$ cat config.mk
export PLATFORM = sky130hd
export DESIGN_NAME = uart_pkt_parser
export DESIGN_NICKNAME = d
export VERILOG_FILES = /design/src/rtl/uart_pkt_parser.sv
export SDC_FILE = /design/constraint.sdc
export NUM_CORES = 1
export LEC_CHECK = 0
export ABC_AREA = 1
export CAP_MARGIN = 20
export CORE_MARGIN = 2
export CORE_UTILIZATION = 58
export CTS_BUF_LIST = sky130_fd_sc_hd__clkbuf_4
export DETAILED_ROUTE_END_ITERATION = 7
export PLACE_DENSITY = 0.87
export SYNTH_ARGS = -nofsm -noshare
export SYNTH_HDL_FRONTEND = slang
export SYNTH_SLANG_ARGS = --single-unit
$ cat constraint.sdc
create_clock -name clk -period 4.86 [get_ports clk]
set_input_delay 0.486 -clock clk [delete_from_list [all_inputs] [get_ports clk]]
set_output_delay 0.486 -clock clk [all_outputs]
set_load 0.05 [all_outputs]
$ cat src/rtl/uart_pkt_parser.sv
// uart_pkt_parser: assembles framed command packets from UART receiver bytes.
// Frame format: HEADER, CMD, LEN, LEN payload bytes, XOR checksum over CMD/LEN/payload.
// A validated packet is held on a valid/ready interface until accepted; malformed
// frames are dropped and reported on one-cycle error pulses.
// Optional feature: define UART_PKT_TIMEOUT_EN to build the inter-byte timeout
// counter; without it err_timeout is tied low and partial frames wait indefinitely.
module uart_pkt_parser #(
  parameter logic [7:0] HEADER      = 8'hAA,
  parameter int         MAX_LEN     = 8,
  parameter int         TIMEOUT_CYC = 104166
) (
  input  logic                 clk,
  input  logic                 rst,
  input  logic [7:0]           rx_data,
  input  logic                 rx_done,
  output logic                 pkt_valid,
  input  logic                 pkt_ready,
  output logic [7:0]           pkt_cmd,
  output logic [4:0]           pkt_len,
  output logic [MAX_LEN*8-1:0] pkt_payload,
  output logic                 err_chk,
  output logic                 err_len,
  output logic                 err_ovr,
  output logic                 err_timeout
);

  localparam logic [7:0] MAX_LEN_B = 8'(MAX_LEN);

  // Reject parameter values the 5-bit length field and the counter cannot represent.
  if (MAX_LEN < 1 || MAX_LEN > 16 || TIMEOUT_CYC < 1) begin : g_param_check
    $error("uart_pkt_parser: MAX_LEN must be 1..16 and TIMEOUT_CYC >= 1");
  end

  typedef enum logic [2:0] {
    S_IDLE,
    S_CMD,
    S_LEN,
    S_PAYLOAD,
    S_CHK,
    S_HOLD
  } state_t;

  state_t               r_state;
  state_t               w_state_nxt;

  logic                 r_rx_done_d;
  logic                 w_byte_stb;

  logic [7:0]           r_cmd;
  logic [4:0]           r_len;
  logic [4:0]           r_idx;
  logic [7:0]           r_csum;
  logic [MAX_LEN*8-1:0] r_payload;

  logic                 r_err_chk;
  logic                 r_err_len;
  logic                 r_err_ovr;
  logic                 r_err_timeout;

  // Control strobes from the FSM to the datapath.
  logic                 w_clr_pay;
  logic                 w_ld_cmd;
  logic                 w_ld_len;
  logic                 w_ld_pay;
  logic                 w_err_chk;
  logic                 w_err_len;
  logic                 w_err_ovr;
  logic                 w_timeout;

  // Edge-detect rx_done so a level held for several cycles yields exactly one byte.
  always_ff @(posedge clk or posedge rst) begin
    if (rst) begin
      r_rx_done_d <= 1'b0;
    end else begin
      // NOTE: non-blocking assignments in clocked blocks so every flop samples
      // the pre-edge value of its inputs regardless of statement order.
      r_rx_done_d <= rx_done;
    end
  end

  assign w_byte_stb = rx_done & ~r_rx_done_d;

`ifdef UART_PKT_TIMEOUT_EN
  localparam int TO_W = (TIMEOUT_CYC < 2) ? 1 : $clog2(TIMEOUT_CYC);

  logic [TO_W-1:0] r_to_cnt;
  logic            w_counting;

  // Timeout only runs while a frame is partially received.
  assign w_counting = (r_state == S_CMD) || (r_state == S_LEN) ||
                      (r_state == S_PAYLOAD) || (r_state == S_CHK);

  // A byte arriving on the expiry cycle wins over the timeout.
  assign w_timeout  = w_counting && !w_byte_stb &&
                      (r_to_cnt == TO_W'(TIMEOUT_CYC - 1));

  // Inter-byte idle counter: cleared by every byte and outside the frame body.
  always_ff @(posedge clk or posedge rst) begin
    if (rst) begin
      r_to_cnt <= '0;
    end else if (!w_counting || w_byte_stb || w_timeout) begin
      r_to_cnt <= '0;
    end else begin
      r_to_cnt <= r_to_cnt + 1'b1;
    end
  end
`else
  assign w_timeout = 1'b0;
`endif

  // State register.
  always_ff @(posedge clk or posedge rst) begin
    if (rst) begin
      r_state <= S_IDLE;
    end else begin
      r_state <= w_state_nxt;
    end
  end

  // Next-state logic and datapath control strobes.
  always_comb begin
    // NOTE: every output of this block gets a default first so no path can
    // leave it unassigned and infer a latch.
    w_state_nxt = r_state;
    w_clr_pay   = 1'b0;
    w_ld_cmd    = 1'b0;
    w_ld_len    = 1'b0;
    w_ld_pay    = 1'b0;
    w_err_chk   = 1'b0;
    w_err_len   = 1'b0;
    w_err_ovr   = 1'b0;

    if (w_timeout) begin
      w_state_nxt = S_IDLE;
    end else begin
      case (r_state)
        S_IDLE: begin
          if (w_byte_stb && (rx_data == HEADER)) begin
            w_clr_pay   = 1'b1;
            w_state_nxt = S_CMD;
          end
        end
        S_CMD: begin
          if (w_byte_stb) begin
            w_ld_cmd    = 1'b1;
            w_state_nxt = S_LEN;
          end
        end
        S_LEN: begin
          if (w_byte_stb) begin
            if (rx_data > MAX_LEN_B) begin
              w_err_len   = 1'b1;
              w_state_nxt = S_IDLE;
            end else begin
              w_ld_len    = 1'b1;
              w_state_nxt = (rx_data == 8'd0) ? S_CHK : S_PAYLOAD;
            end
          end
        end
        S_PAYLOAD: begin
          if (w_byte_stb) begin
            w_ld_pay = 1'b1;
            if (r_idx == (r_len - 5'd1)) begin
              w_state_nxt = S_CHK;
            end
          end
        end
        S_CHK: begin
          if (w_byte_stb) begin
            if (rx_data == r_csum) begin
              w_state_nxt = S_HOLD;
            end else begin
              w_err_chk   = 1'b1;
              w_state_nxt = S_IDLE;
            end
          end
        end
        S_HOLD: begin
          // Any byte here is lost, even when the packet is accepted on the same edge.
          w_err_ovr = w_byte_stb;
          if (pkt_ready) begin
            w_state_nxt = S_IDLE;
          end
        end
        default: begin
          w_state_nxt = S_IDLE;
        end
      endcase
    end
  end

  // Packet fields, running checksum and error pulse registers.
  always_ff @(posedge clk or posedge rst) begin
    if (rst) begin
      // NOTE: the payload buffer is reset along with the rest of the datapath so
      // the packet outputs read zero after reset rather than stale data.
      r_payload     <= '0;
      r_cmd         <= '0;
      r_len         <= '0;
      r_idx         <= '0;
      r_csum        <= '0;
      r_err_chk     <= 1'b0;
      r_err_len     <= 1'b0;
      r_err_ovr     <= 1'b0;
      r_err_timeout <= 1'b0;
    end else begin
      if (w_clr_pay) begin
        r_payload <= '0;
      end
      if (w_ld_cmd) begin
        r_cmd  <= rx_data;
        r_csum <= rx_data;
      end
      if (w_ld_len) begin
        r_len  <= rx_data[4:0];
        r_csum <= r_csum ^ rx_data;
        r_idx  <= '0;
      end
      if (w_ld_pay) begin
        for (int i = 0; i < MAX_LEN; i++) begin
          if (r_idx == 5'(i)) begin
            r_payload[8*i +: 8] <= rx_data;
          end
        end
        r_csum <= r_csum ^ rx_data;
        r_idx  <= r_idx + 5'd1;
      end
      r_err_chk     <= w_err_chk;
      r_err_len     <= w_err_len;
      r_err_ovr     <= w_err_ovr;
      r_err_timeout <= w_timeout;
    end
  end

  assign pkt_valid   = (r_state == S_HOLD);
  assign pkt_cmd     = r_cmd;
  assign pkt_len     = r_len;
  assign pkt_payload = r_payload;
  assign err_chk     = r_err_chk;
  assign err_len     = r_err_len;
  assign err_ovr     = r_err_ovr;
  assign err_timeout = r_err_timeout;

endmodule

Word level (Yosys, flattened, before mapping)
Index checks and enable logic that the tools add are counted.
- register bits: 97
- bits in latches: 0
- bits in writable memories: 0
- bits in read-only memories: 0
- bits of input ports: 12
- output and inout port bits: 82
- word-level logic and storage cells: 86
- memories: 0
- add/subtract/negate cells: 2
- $mul: 0
- div/mod/pow operators: 0
- magnitude comparators: 1
- eq/ne operators: 22
- shift-type cells: 0
- multiplexer cells: 41
- bitwise operators: 3
- reduce and logical (&&, ||, !) cells: 7
- operators with widths (cell ; count):
    $mux W64 ; 2
    $mux W8 ; 11
    $mux W3 ; 10
    $eq A5 B3 Y1 const B ; 4
    $pmux W3 S6 ; 1
    $mux W1 ; 15
    $ne A2 B2 Y1 const B ; 6
    $eq A5 B2 Y1 const B ; 2
    $mux W5 ; 2
    $eq A8 B8 Y1 ; 1
    $eq A8 B8 Y1 const B ; 1
    $gt A8 B4 Y1 const B ; 1
    $logic_not A8 Y1 ; 1
    $xor A8 B8 Y8 ; 1
    $reduce_and A7 Y1 ; 1
    $eq A3 B2 Y1 const B ; 2
    $eq A3 B3 Y1 const B ; 2
    $add A5 B1 Y5 const B ; 1
    $eq A5 B1 Y1 const B ; 1
    $eq A5 B5 Y1 ; 1
    $logic_not A5 Y1 ; 1
    $sub A5 B1 Y5 const B ; 1
    $eq A3 B1 Y1 const B ; 1
    $logic_not A3 Y1 ; 1
    other kinds (6) ; 6

Depth between registers and ports, before layout
Gate-level depths: netlist (run 1).
- word-level depth: 8
- gate-level depth with buffers: 13
- gate-level depth less buffers: 13

Worst setup path before layout (run 1)
No wires, ideal clock.
- path type: register to register
- start point: reg r_len[0] (netlist: pkt_len[0])
- end point: reg r_state[0]
- setup time: 0.118 ns
- arrival time: 1.732 ns
- required time: 4.742 ns
- setup slack: 3.010 ns
- stages on the path, launching flop included: 14
- path buffers: 0
- clock period less this slack: 1.850 ns
- cell sequence: dfrtp_1 > inv_1 > ha_1 > inv_1 > nand2_1 > nand2_1 > nor2_1 > nand2_1 > nor2_1 > nand2_1 > nand2_1 > nand2_1 > nand2_1 > nand2_1
- longest elaborated chain between the ends: 4
- ends and longest elaborated chain (element ; RTL line ; RTL):
    start, declared ; 50 ; logic [4:0] r_len;
    start signal, assigned ; 215 ; r_len <= rx_data[4:0];
    $sub A5 B1 Y5 ; 163 ; if (r_idx == (r_len - 5'd1)) begin
    $eq A5 B5 Y1 ; 163 ;
    $ne A2 B2 Y1 (no source line) ; - ;
    $reduce_and A7 Y1 (no source line) ; - ;
    end signal, assigned ; 116 ; r_state <= w_state_nxt;
    end, declared ; 43 ; state_t r_state;
No other way between the ends.
A chain may end at the register's enable or synchronous reset.

Worst setup path after layout (run 1)
- start point: in rx_data[2]
- end point: reg r_csum[6]
- longest elaborated chain between the ends: 6
- elaborated cells on any way between the ends: 7
- classes of those cells: 1 x order compare; 5 x mux; 1 x reduce/logical
- ends and longest elaborated chain (element ; RTL line ; RTL):
    start, declared ; 14 ; input logic [7:0] rx_data,
    $gt A8 B4 Y1 (*) ; 151 ; if (rx_data > MAX_LEN_B) begin
    $mux W1 (*) ; 151 ;
    $mux W1 (*) ; 150 ; if (w_byte_stb) begin
    $mux W1 (*) ; 136 ; case (r_state)
    $mux W8 ; 214 ; if (w_ld_len) begin
    $mux W8 ; 219 ; if (w_ld_pay) begin
    end signal, assigned ; 212 ; r_csum <= rx_data;
    end signal, assigned ; 216 ; r_csum <= r_csum ^ rx_data;
    end signal, assigned ; 225 ; r_csum <= r_csum ^ rx_data;
    end, declared ; 52 ; logic [7:0] r_csum;
Mark *: on every way between the ends. The rest lies on a longest branch, timed or not.

==> impl_metrics.env, run 1 <==
export IMPL_setup_tns_ns=0
export IMPL_vias=4150
export IMPL_cts_tree="done"
export IMPL_first_global_vias=3968
export IMPL_antenna_found_initial=0
export IMPL_fin_crit_ns=2.696
export IMPL_worstSetupStartpoint="rx_data[2]"
export IMPL_clk_path_buf_depth=2
export IMPL_cp_top_family="simple AND/OR/NAND/NOR gates"
export IMPL_numCtsBuffers=9
export IMPL_crit_chain="clkdlybuf4s50_1, inv_1, nand2_1, a21oi_1, nand2_1, nand2_1, nor2_2, nand2_1, nand3_1"
export IMPL_rsz0062_at_grt="no"
export IMPL_die_w_um=93.88
export IMPL_ant_nets=0
export IMPL_cpMaxStageDelayCell="clkdlybuf4s50_1"
export IMPL_synth_top_area_share_pct=51.80
export IMPL_status="finished, final reports clean"
export IMPL_final_cell_area_um2=5749
export IMPL_die_y_um=93.88
export IMPL_fin_crit_sh_pct=55.48
export IMPL_grt_pass1_wl_mm=19.05
export IMPL_area_delta_synth_final_pct=22.70
export IMPL_synth_area_leader_cell="dfrtp_1"
export IMPL_timing_rr_start="r_rx_done_d$_DFF_PP0_"
export IMPL_drtIter0Drc=369
export IMPL_timing_final_max_slew_violations=0
export IMPL_die_area_um2=8813
export IMPL_synth_edf_count=0
export IMPL_ctsHoldBuffers=0
export IMPL_cp_required_ns=5.24
export IMPL_synth_top_cells_by_count="nand2_1, dfrtp_1, o21ai_0, inv_1, nand3_1"
export IMPL_start_kind="primary input"
export IMPL_power_density_nw_per_um2=386.2
export IMPL_num_antenna_cells=0
export IMPL_setup_viol=0
export IMPL_ys_seq_area_share_pct=51.80
export IMPL_cts_root_buf="clkbuf_4"
export IMPL_clock_sinks=97
export IMPL_syn_nets=582
export IMPL_final_layout_size_suffix_gt1_share_pct=6.955
export IMPL_ctsResizeCount=0
export IMPL_first_pass_iters=7
export IMPL_max_stage_delay_ns=0.88
export IMPL_path_buf_inv=2
export IMPL_wl_per_cell_um=15.42
export IMPL_place_ws_ns=1.834
export IMPL_grt_max_degree=54
export IMPL_fmax_mhz=370.9
export IMPL_synthTopCellsByArea="dfrtp_1, nand2_1, o21ai_0"
export IMPL_cp_common_cell="nand2_1"
export IMPL_holdCritPathClass="primary input to async pin"
export IMPL_postCtsSetupRepairBufs=0
export IMPL_path_max_fanout=14
export IMPL_drc=0
export IMPL_coreArea_um2=7767
export IMPL_yosysMostFrequentCell="nand2_1"
export IMPL_syn_instance_count=565
export IMPL_max_vdd_ir_drop_v=0.0003446
export IMPL_grt_ovfl_total=0
export IMPL_synth_avg_cell_area_um2=8.293
export IMPL_synthDistinctLibCells=29
export IMPL_synth_ff_type="dfrtp_1"
export IMPL_fin_nets=660
export IMPL_yosysWarnings=0
export IMPL_io_pins=94
export IMPL_synth_area_um2=4686
export IMPL_critPathCaptureType="flop"
export IMPL_p_leak_nw=2.712
export IMPL_finalPower_mw=2.220
export IMPL_row_count=32
export IMPL_maxSlewHeadroom_pct=42.19
export IMPL_start_util_pct=60.33
export IMPL_place_area_um2=5575
export IMPL_via_per_inst=5.541
export IMPL_crit_arrival_ns=3.08
export IMPL_worst_pin_slew_ns=0.8661
export IMPL_clk_latency_ns=0.44
export IMPL_synthArstFlopShare_pct=100.0
export IMPL_drt_wl_total_mm=11.55
export IMPL_fin_ws_ns=2.164
export IMPL_fin_worst_skew_ns=0.02180
export IMPL_ys_seq_elements=97
export IMPL_cap_violations=0
export IMPL_finalHoldViolCount=0
export IMPL_io_buffers=92
export IMPL_place_hpwl_mm=7.905
export IMPL_clkTransAtPathRegs_ns=0.15
export IMPL_gp_congestion=0.9245
export IMPL_crit_type="primary input to flop"
export IMPL_htree_num_levels=3
export IMPL_grt_total_usage_pct=27.57
==> cells in the final DEF (no fill, tap or decap), types with 4 or more instances in the layout <==
| cell | count |
|---|---|
| a21oi_1 | 4 |
| nor4_4 | 8 |
| clkbuf_4 | 9 |
| nor3_1 | 5 |
| inv_1 | 39 |
| clkdlybuf4s50_1 | 92 |
| o21ai_0 | 60 |
| nand2_1 | 240 |
| dfrtp_1 | 97 |
| o21ai_2 | 12 |
| nor2_1 | 19 |
| ha_1 | 5 |
| nand2_2 | 4 |
| nand3_1 | 25 |
==> registers in the layout, indices dropped and copies added (netlist names) <==
name	flops
err_len	1
pkt_len	5
pkt_cmd	8
r_state	3
r_idx	5
r_rx_done_d	1
pkt_payload	64
r_csum	8
err_chk	1
err_ovr	1
==> report_power, final <==
group / switching, mW / internal, mW / leakage (nW)
clock: 0.262 / 0.257 / 0.0915
sequential: 0.114 / 0.903 / 1.31
combinational: 0.473 / 0.211 / 1.32
==> per-layer routing <==
layer	wire length (um)	track usage, %	share of wire [%]	vias to the layer above
met1	4915	39.13	43	1977
met2	5680	43.51	49	200
met5	0	0	0	-
li1	-	-	-	1948
met3	766	3.852	6.6	25
met4	189	10.14	1.6	0
==> per-stage QoR <==
stage,cells,utilization (%),hold slack [ns]
2_1_floorplan,565,-,0.4710
3_3_place_gp,734,71.78,0.4679
3_5_place_dp,734,71.78,0.4679
4_1_cts,749,74.02,0.4922
5_1_grt,749,74.02,0.4980
6_report,749,74.02,0.4991
==> worst paths after layout <==
kind                       cells past startpoint                        end  slack (ns)
max                                            9      r_csum[6]$_DFFE_PP0P_        2.16
min                                            2  pkt_payload[36]$_DFF_PP0_        0.50
max reg2reg                                    8      r_csum[6]$_DFFE_PP0P_        2.81
min reg2reg                                    2     pkt_cmd[6]$_DFFE_PP0P_        0.51
max in group asynchronous                      3       r_idx[1]$_DFFE_PP0P_        3.23
min in group clk                               1      r_rx_done_d$_DFF_PP0_        0.50
==> area by class of cell <==
type,count,area [um2]
Fill cell,579,2018
Sequential cell,97,2427
Clock inverter,6,106.4
Inverter,43,162.7
Multi-Input combinational cell,398,1922
Clock buffer,9,67.56
Timing Repair Buffer,94,935.9
Tap cell,102,127.6
==> cell families (layout without fill, tap and decap cells) <==
family,Yosys count,in the layout,synth area share [%]
AND/OR/NAND/NOR,307,307,29.19
flip-flops,97,97,51.80
XOR/XNOR,2,2,0.3739
adder cells (fa/ha/maj),5,5,1.335
buffers and inverters,70,152,7.236
AO/OA/AOI/OAI,83,83,9.987
other,1,1,0.08003
(Power assumes the default switching activity.)
==> run 2, diff against run 1 <==
--- a/config.mk
+++ b/config.mk
@@ -8,10 +8,10 @@
 export ABC_AREA = 1
 export CAP_MARGIN = 20
 export CORE_MARGIN = 2
-export CORE_UTILIZATION = 58
+export CORE_UTILIZATION = 48
 export CTS_BUF_LIST = sky130_fd_sc_hd__clkbuf_4
 export DETAILED_ROUTE_END_ITERATION = 7
-export PLACE_DENSITY = 0.87
+export PLACE_DENSITY = 0.77
 export SYNTH_ARGS = -nofsm -noshare
 export SYNTH_HDL_FRONTEND = slang
 export SYNTH_SLANG_ARGS = --single-unit
==> constraint.sdc (replaced) <==
create_clock -name clk -period 2.3 [get_ports clk]
set_input_delay 0.23 -clock clk [delete_from_list [all_inputs] [get_ports clk]]
set_output_delay 0.23 -clock clk [all_outputs]
set_load 0.05 [all_outputs]
==> run 2 against run 1 <==
Net effect: non-clock buffer count increased by 21; first-iteration DRC count fell by 44%; wire length up 0.55%; utilization fell by 12 points; critical path depth is 8 lower; sequential cell count unchanged; clock skew decreased by 0.0065 ns; clock-buffer cell count stayed put; sequential share of layout area shrank 1.5 points; cell count rose by 6.8%; cell area up 3.6%; sequential power up 110%; largest cell class unchanged; highest routed layer unchanged.
==> impl_metrics.env, run 2 (synthesis gave the netlist of run 1 again) <==
export IMPL_antenna_found_initial=0
export IMPL_finalPower_mw=4.676
export IMPL_holdCritPathClass="primary input to flop"
export IMPL_crit_chain="clkdlybuf4s50_1"
export IMPL_hold_depth=1
export IMPL_fin_crit_ns=1.942
export IMPL_fin_worst_skew_ns=0.01528
export IMPL_setup_viol=0
export IMPL_crit_type="flop to output port"
export IMPL_gp_congestion=0.8319
export IMPL_route_met2_wl_mm=5.550
export IMPL_largest_reg_flops=64
export IMPL_max_vdd_ir_drop_v=0.0005493
export IMPL_power_density_nw_per_um2=785.2
export IMPL_cts_root_buf="clkbuf_4"
export IMPL_highest_layer="met4"
export IMPL_final_cell_mix="nand2_1, dfrtp_1, clkdlybuf4s50_1"
export IMPL_status="finished, final reports clean"
export IMPL_clkTransAtPathRegs_ns=0.14
export IMPL_via_per_inst=5.091
export IMPL_drt_wl_total_mm=11.62
export IMPL_htree_num_levels=3
export IMPL_p_leak_nw=2.833
export IMPL_wl_met3_um=708
export IMPL_finalHoldViolCount=0
export IMPL_fin_nets=681
export IMPL_critPathCaptureType="output port"
export IMPL_cap_violations=0
export IMPL_fin_crit_sh_pct=84.44
export IMPL_cp_top_family="buffers and inverters"
export IMPL_cpMaxStageDelayCell="clkdlybuf4s50_1"
export IMPL_first_global_vias=3890
export IMPL_clk_path_buf_depth=2
export IMPL_timing_final_max_slew_violations=0
export IMPL_start_util_pct=48.61
export IMPL_setup_tns_ns=0
export IMPL_grt_pass1_wl_mm=18.98
export IMPL_die_w_um=102.8
export IMPL_coreArea_um2=9639
export IMPL_grt_ovfl_total=0
export IMPL_path_max_fanout=5
export IMPL_place_hpwl_mm=8.030
export IMPL_area_delta_synth_final_pct=27.08
export IMPL_rsz0062_at_grt="no"
export IMPL_drc=0
export IMPL_clock_sinks=97
export IMPL_start_kind="flop"
export IMPL_io_buffers=92
export IMPL_die_y_um=102.8
export IMPL_cts_tree="done"
export IMPL_clk_latency_ns=0.44
export IMPL_first_pass_iters=5
export IMPL_max_stage_delay_ns=0.84
export IMPL_fmax_mhz=514.9
export IMPL_drtIter0Drc=206
export IMPL_numCtsBuffers=9
export IMPL_grt_max_degree=98
export IMPL_worst_pin_slew_ns=0.6228
export IMPL_ant_nets=0
export IMPL_worstRegToRegCells=7
export IMPL_wl_per_cell_um=14.52
export IMPL_grt_total_usage_pct=23.37
export IMPL_row_count=36
export IMPL_maxSlewHeadroom_pct=58.48
export IMPL_drt_met1_wl_mm=5.112
export IMPL_vias=4073
export IMPL_die_area_um2=10570
export IMPL_cp_depth=1
export IMPL_io_pins=94
export IMPL_crit_arrival_ns=1.71
export IMPL_layout_commonest_cell="nand2_1"
export IMPL_cp_required_ns=2.07
export IMPL_path_buf_inv=1
export IMPL_fill_cells=865
export IMPL_final_layout_size_suffix_gt1_share_pct=9.910
==> run 2: stage by stage <==
stage	setup slack (ns)	instance area (um2)	hold WS, ns	utilization (%)	cells
global placement	0.2677	5787	0.4655	60.03	786
global route	0.1843	5952	0.2111	61.75	799
detailed placement	0.1460	5787	0.4712	60.03	786
finish	0.3578	5954	0.2530	61.77	800
floorplan	0.4500	4690	0.2614	-	565
CTS	0.01300	5949	0.2147	61.72	799
==> run 2: layer usage <==
layer | vias up | global-route usage, %
li1 | 1984 | -
met1 | 1926 | 32.04
met2 | 144 | 37.71
met3 | 19 | 4.542
met4 | 0 | 7.692
met5 | - | 0
==> run 2: worst paths after layout <==
check                      slack (ns)                   start                        end
setup / recovery                 0.36  pkt_len[2]$_DFFE_PP0N_                 pkt_len[2]
hold / removal                   0.25                 rx_done      r_rx_done_d$_DFF_PP0_
setup reg to reg                 0.39  r_state[2]$_DFFE_PP0P_  pkt_payload[48]$_DFF_PP0_
hold reg to reg                  0.50  pkt_cmd[3]$_DFFE_PP0P_     pkt_cmd[3]$_DFFE_PP0P_
max in group asynchronous        1.64                     rst     pkt_cmd[3]$_DFFE_PP0P_
min in group asynchronous        0.27                     rst  pkt_payload[34]$_DFF_PP0_
==> run 2: timing repair <==
item / CTS / global route
setup endpoints to repair: 0 / 1
setup buffers: 0 / 0
hold buffers: 0 / 0
resized for setup: 0 / 1
==> run 2: cell type report <==
type                       instances  area, um2  share of cell area [%]
sequential                        97       2427                   40.76
clock inverter                     4      95.09                   1.597
tap                              133      166.4                   2.795
timing repair buffer             115       1109                   18.62
antenna                            1      2.502                 0.04203
inverter                          43      165.2                   2.774
clock buffer                       9      67.56                   1.135
multi-input combinational        398       1922                   32.28
==> run 2: where the power goes <==
group	internal (mW)	total (mW)	switching, mW	leakage [nW]
Combinational	0.471	1.51	1.04	1.44
Sequential	1.91	2.10	0.192	1.31
Clock	0.532	1.06	0.532	0.0877
==> run 3, diff against run 2 <==
==> constraint.sdc (replaced) <==
create_clock -name clk -period 1.74 [get_ports clk]
set_input_delay 0.174 -clock clk [delete_from_list [all_inputs] [get_ports clk]]
set_output_delay 0.174 -clock clk [all_outputs]
set_load 0.05 [all_outputs]
==> run 3 against run 2 <==
Net effect: setup slack worse by 0.28 ns; highest routed layer unchanged; die area stayed put; critical path type is now flop to flop; worst hold slack worse by 0.071 ns; clock power is 22% higher; clock-buffer cell count stayed put; cell count is 3.4% higher; combinational power is 37% higher; cell area is 3.5% higher; global-route usage is 0.26 points higher; critical path depth is 11 higher.
==> impl_metrics.env, run 3 (synthesis gave the netlist of run 1 again) <==
export IMPL_status="finished, final reports clean"
export IMPL_cts_tree="done"
export IMPL_ctsHoldBuffers=0
export IMPL_fmax_mhz=600.1
export IMPL_final_cell_area_um2=6161
export IMPL_p_leak_nw=3.302
export IMPL_drt_met1_wl_mm=5.370
export IMPL_vias=4186
export IMPL_grt_ovfl_total=0
export IMPL_clkPwrFrac_pct=21.1
export IMPL_worst_pin_slew_ns=0.5165
export IMPL_die_area_um2=10570
export IMPL_start_util_pct=48.61
export IMPL_worstRegToRegCells=12
export IMPL_final_layout_size_suffix_gt1_share_pct=17.29
export IMPL_start_kind="flop"
export IMPL_rsz0062_at_grt="no"
export IMPL_highest_layer="met4"
export IMPL_gp_congestion=0.9365
export IMPL_finalHoldViolCount=0
export IMPL_cts_root_buf="clkbuf_4"
export IMPL_clock_sinks=97
export IMPL_cp_required_ns=2.09
export IMPL_timing_final_max_slew_violations=0
export IMPL_ant_nets=0
export IMPL_via_per_inst=5.062
export IMPL_row_count=36
export IMPL_clkTransAtPathRegs_ns=0.15
export IMPL_wl_per_cell_um=14.29
export IMPL_first_pass_iters=5
export IMPL_stdcell_count=827
export IMPL_final_cell_mix="nand2_1, dfrtp_1, dlygate4sd2_1"
export IMPL_grt_pass1_wl_mm=19.24
export IMPL_fin_worst_skew_ns=0.02655
export IMPL_setup_viol=0
export IMPL_drt_wl_total_mm=11.82
export IMPL_die_y_um=102.8
export IMPL_finalPower_mw=6.142
export IMPL_drc=0
export IMPL_holdCritPathClass="primary input to flop"
export IMPL_clk_path_buf_depth=2
export IMPL_power_density_nw_per_um2=996.9
export IMPL_wl_met3_um=536
export IMPL_htree_num_levels=3
export IMPL_io_pins=94
export IMPL_cap_violations=0
export IMPL_num_antenna_cells=0
export IMPL_ff2ff_setup_slack_ns=0.07
export IMPL_setup_tns_ns=0
export IMPL_layout_commonest_cell="nand2_1"
export IMPL_coreArea_um2=9639
export IMPL_hold_depth=1
export IMPL_path_max_fanout=4
export IMPL_critPathCaptureType="flop"
export IMPL_clk_latency_ns=0.46
export IMPL_drtIter0Drc=238
export IMPL_first_global_vias=3851
export IMPL_power_share_combinational_pct=33.7
export IMPL_antenna_found_initial=0
export IMPL_crit_type="flop to flop"
export IMPL_swShare_pct=40.41
export IMPL_place_area_um2=6062
export IMPL_crit_arrival_ns=2.01
export IMPL_route_met2_wl_mm=5.736
export IMPL_maxSlewHeadroom_pct=65.57
export IMPL_place_hpwl_mm=8.283
export IMPL_p_int_mw=3.660
export IMPL_p_sw_mw=2.482
export IMPL_largest_reg_flops=64
export IMPL_io_buffers=92
export IMPL_max_vdd_ir_drop_v=0.0007974
export IMPL_place_inst=809
export IMPL_numCtsBuffers=9
export IMPL_utilization_pct=63.91
export IMPL_seq_power_share_pct=45.2
export IMPL_die_w_um=102.8
export IMPL_fin_crit_sh_pct=95.77
export IMPL_fin_crit_ns=1.666
export IMPL_grt_total_usage_pct=23.63
export IMPL_area_delta_synth_final_pct=31.48
export IMPL_grt_max_degree=98
export IMPL_fin_nets=706
[run 3: routing by layer]
layer | global-route usage (%) | up-vias
met5 | 0 | -
met4 | 6.883 | 0
met3 | 3.390 | 17
met2 | 39.12 | 132
met1 | 32.71 | 2001
li1 | - | 2036
[run 3: worst paths after layout]
kind                                         from                         to
min in group asynchronous                     rst  pkt_payload[37]$_DFF_PP0_
max                        pkt_len[1]$_DFFE_PP0N_     r_state[0]$_DFFE_PP0P_
max reg2reg                pkt_len[1]$_DFFE_PP0N_     r_state[0]$_DFFE_PP0P_
min                                       rx_done      r_rx_done_d$_DFF_PP0_
max in group asynchronous                     rst     r_state[2]$_DFFE_PP0P_
min reg2reg                pkt_cmd[3]$_DFFE_PP0P_     pkt_cmd[3]$_DFFE_PP0P_
[run 3: metrics by stage]
stage          hold WS [ns]  setup slack, ns
2_1_floorplan        0.2054          0.04982
3_3_place_gp         0.4670         -0.03835
3_5_place_dp         0.4664         -0.09504
4_1_cts              0.1525          0.02136
5_1_grt              0.1711         0.004936
6_report             0.1816          0.07365
[run 3: timing repair]
action / 4_1_cts / 5_1_grt
resized for setup: 66 / 10
pin swaps: 0 / 1
setup buffers: 0 / 2
endpoints found under the setup margin: 66 / 36
[run 3: power by group through the flow]
stage	Clock (mW)	Sequential (mW)	Combinational, mW
after detailed placement	0	2.80	2.03
after CTS	1.32	2.76	2.03
after global placement	0	2.79	1.97
final	1.29	2.78	2.07
after floorplan	0	3.15	1.09
after global routing	1.43	2.81	2.29
[run 3: final cells by class]
class	instances	area [um2]
fill	919	3478
sequential	97	2432
multi-input combinational	398	1936
timing repair buffer	140	1311
tap	133	166.4
inverter	43	165.2
clock inverter	7	82.58
clock buffer	9	67.56
[run 3: worst max-delay path, cell delays in order (launching register included)]
cell and delay (ns):
dfrtp_2 0.45, inv_1 0.09, ha_2 0.28, nand2_1 0.06
nand2_1 0.05, nor2_1 0.11, nand2_1 0.06, nor2_1 0.09
nand2_1 0.07, nand2_2 0.11, nand2_2 0.07, nand2_1 0.06
nand2_1 0.07
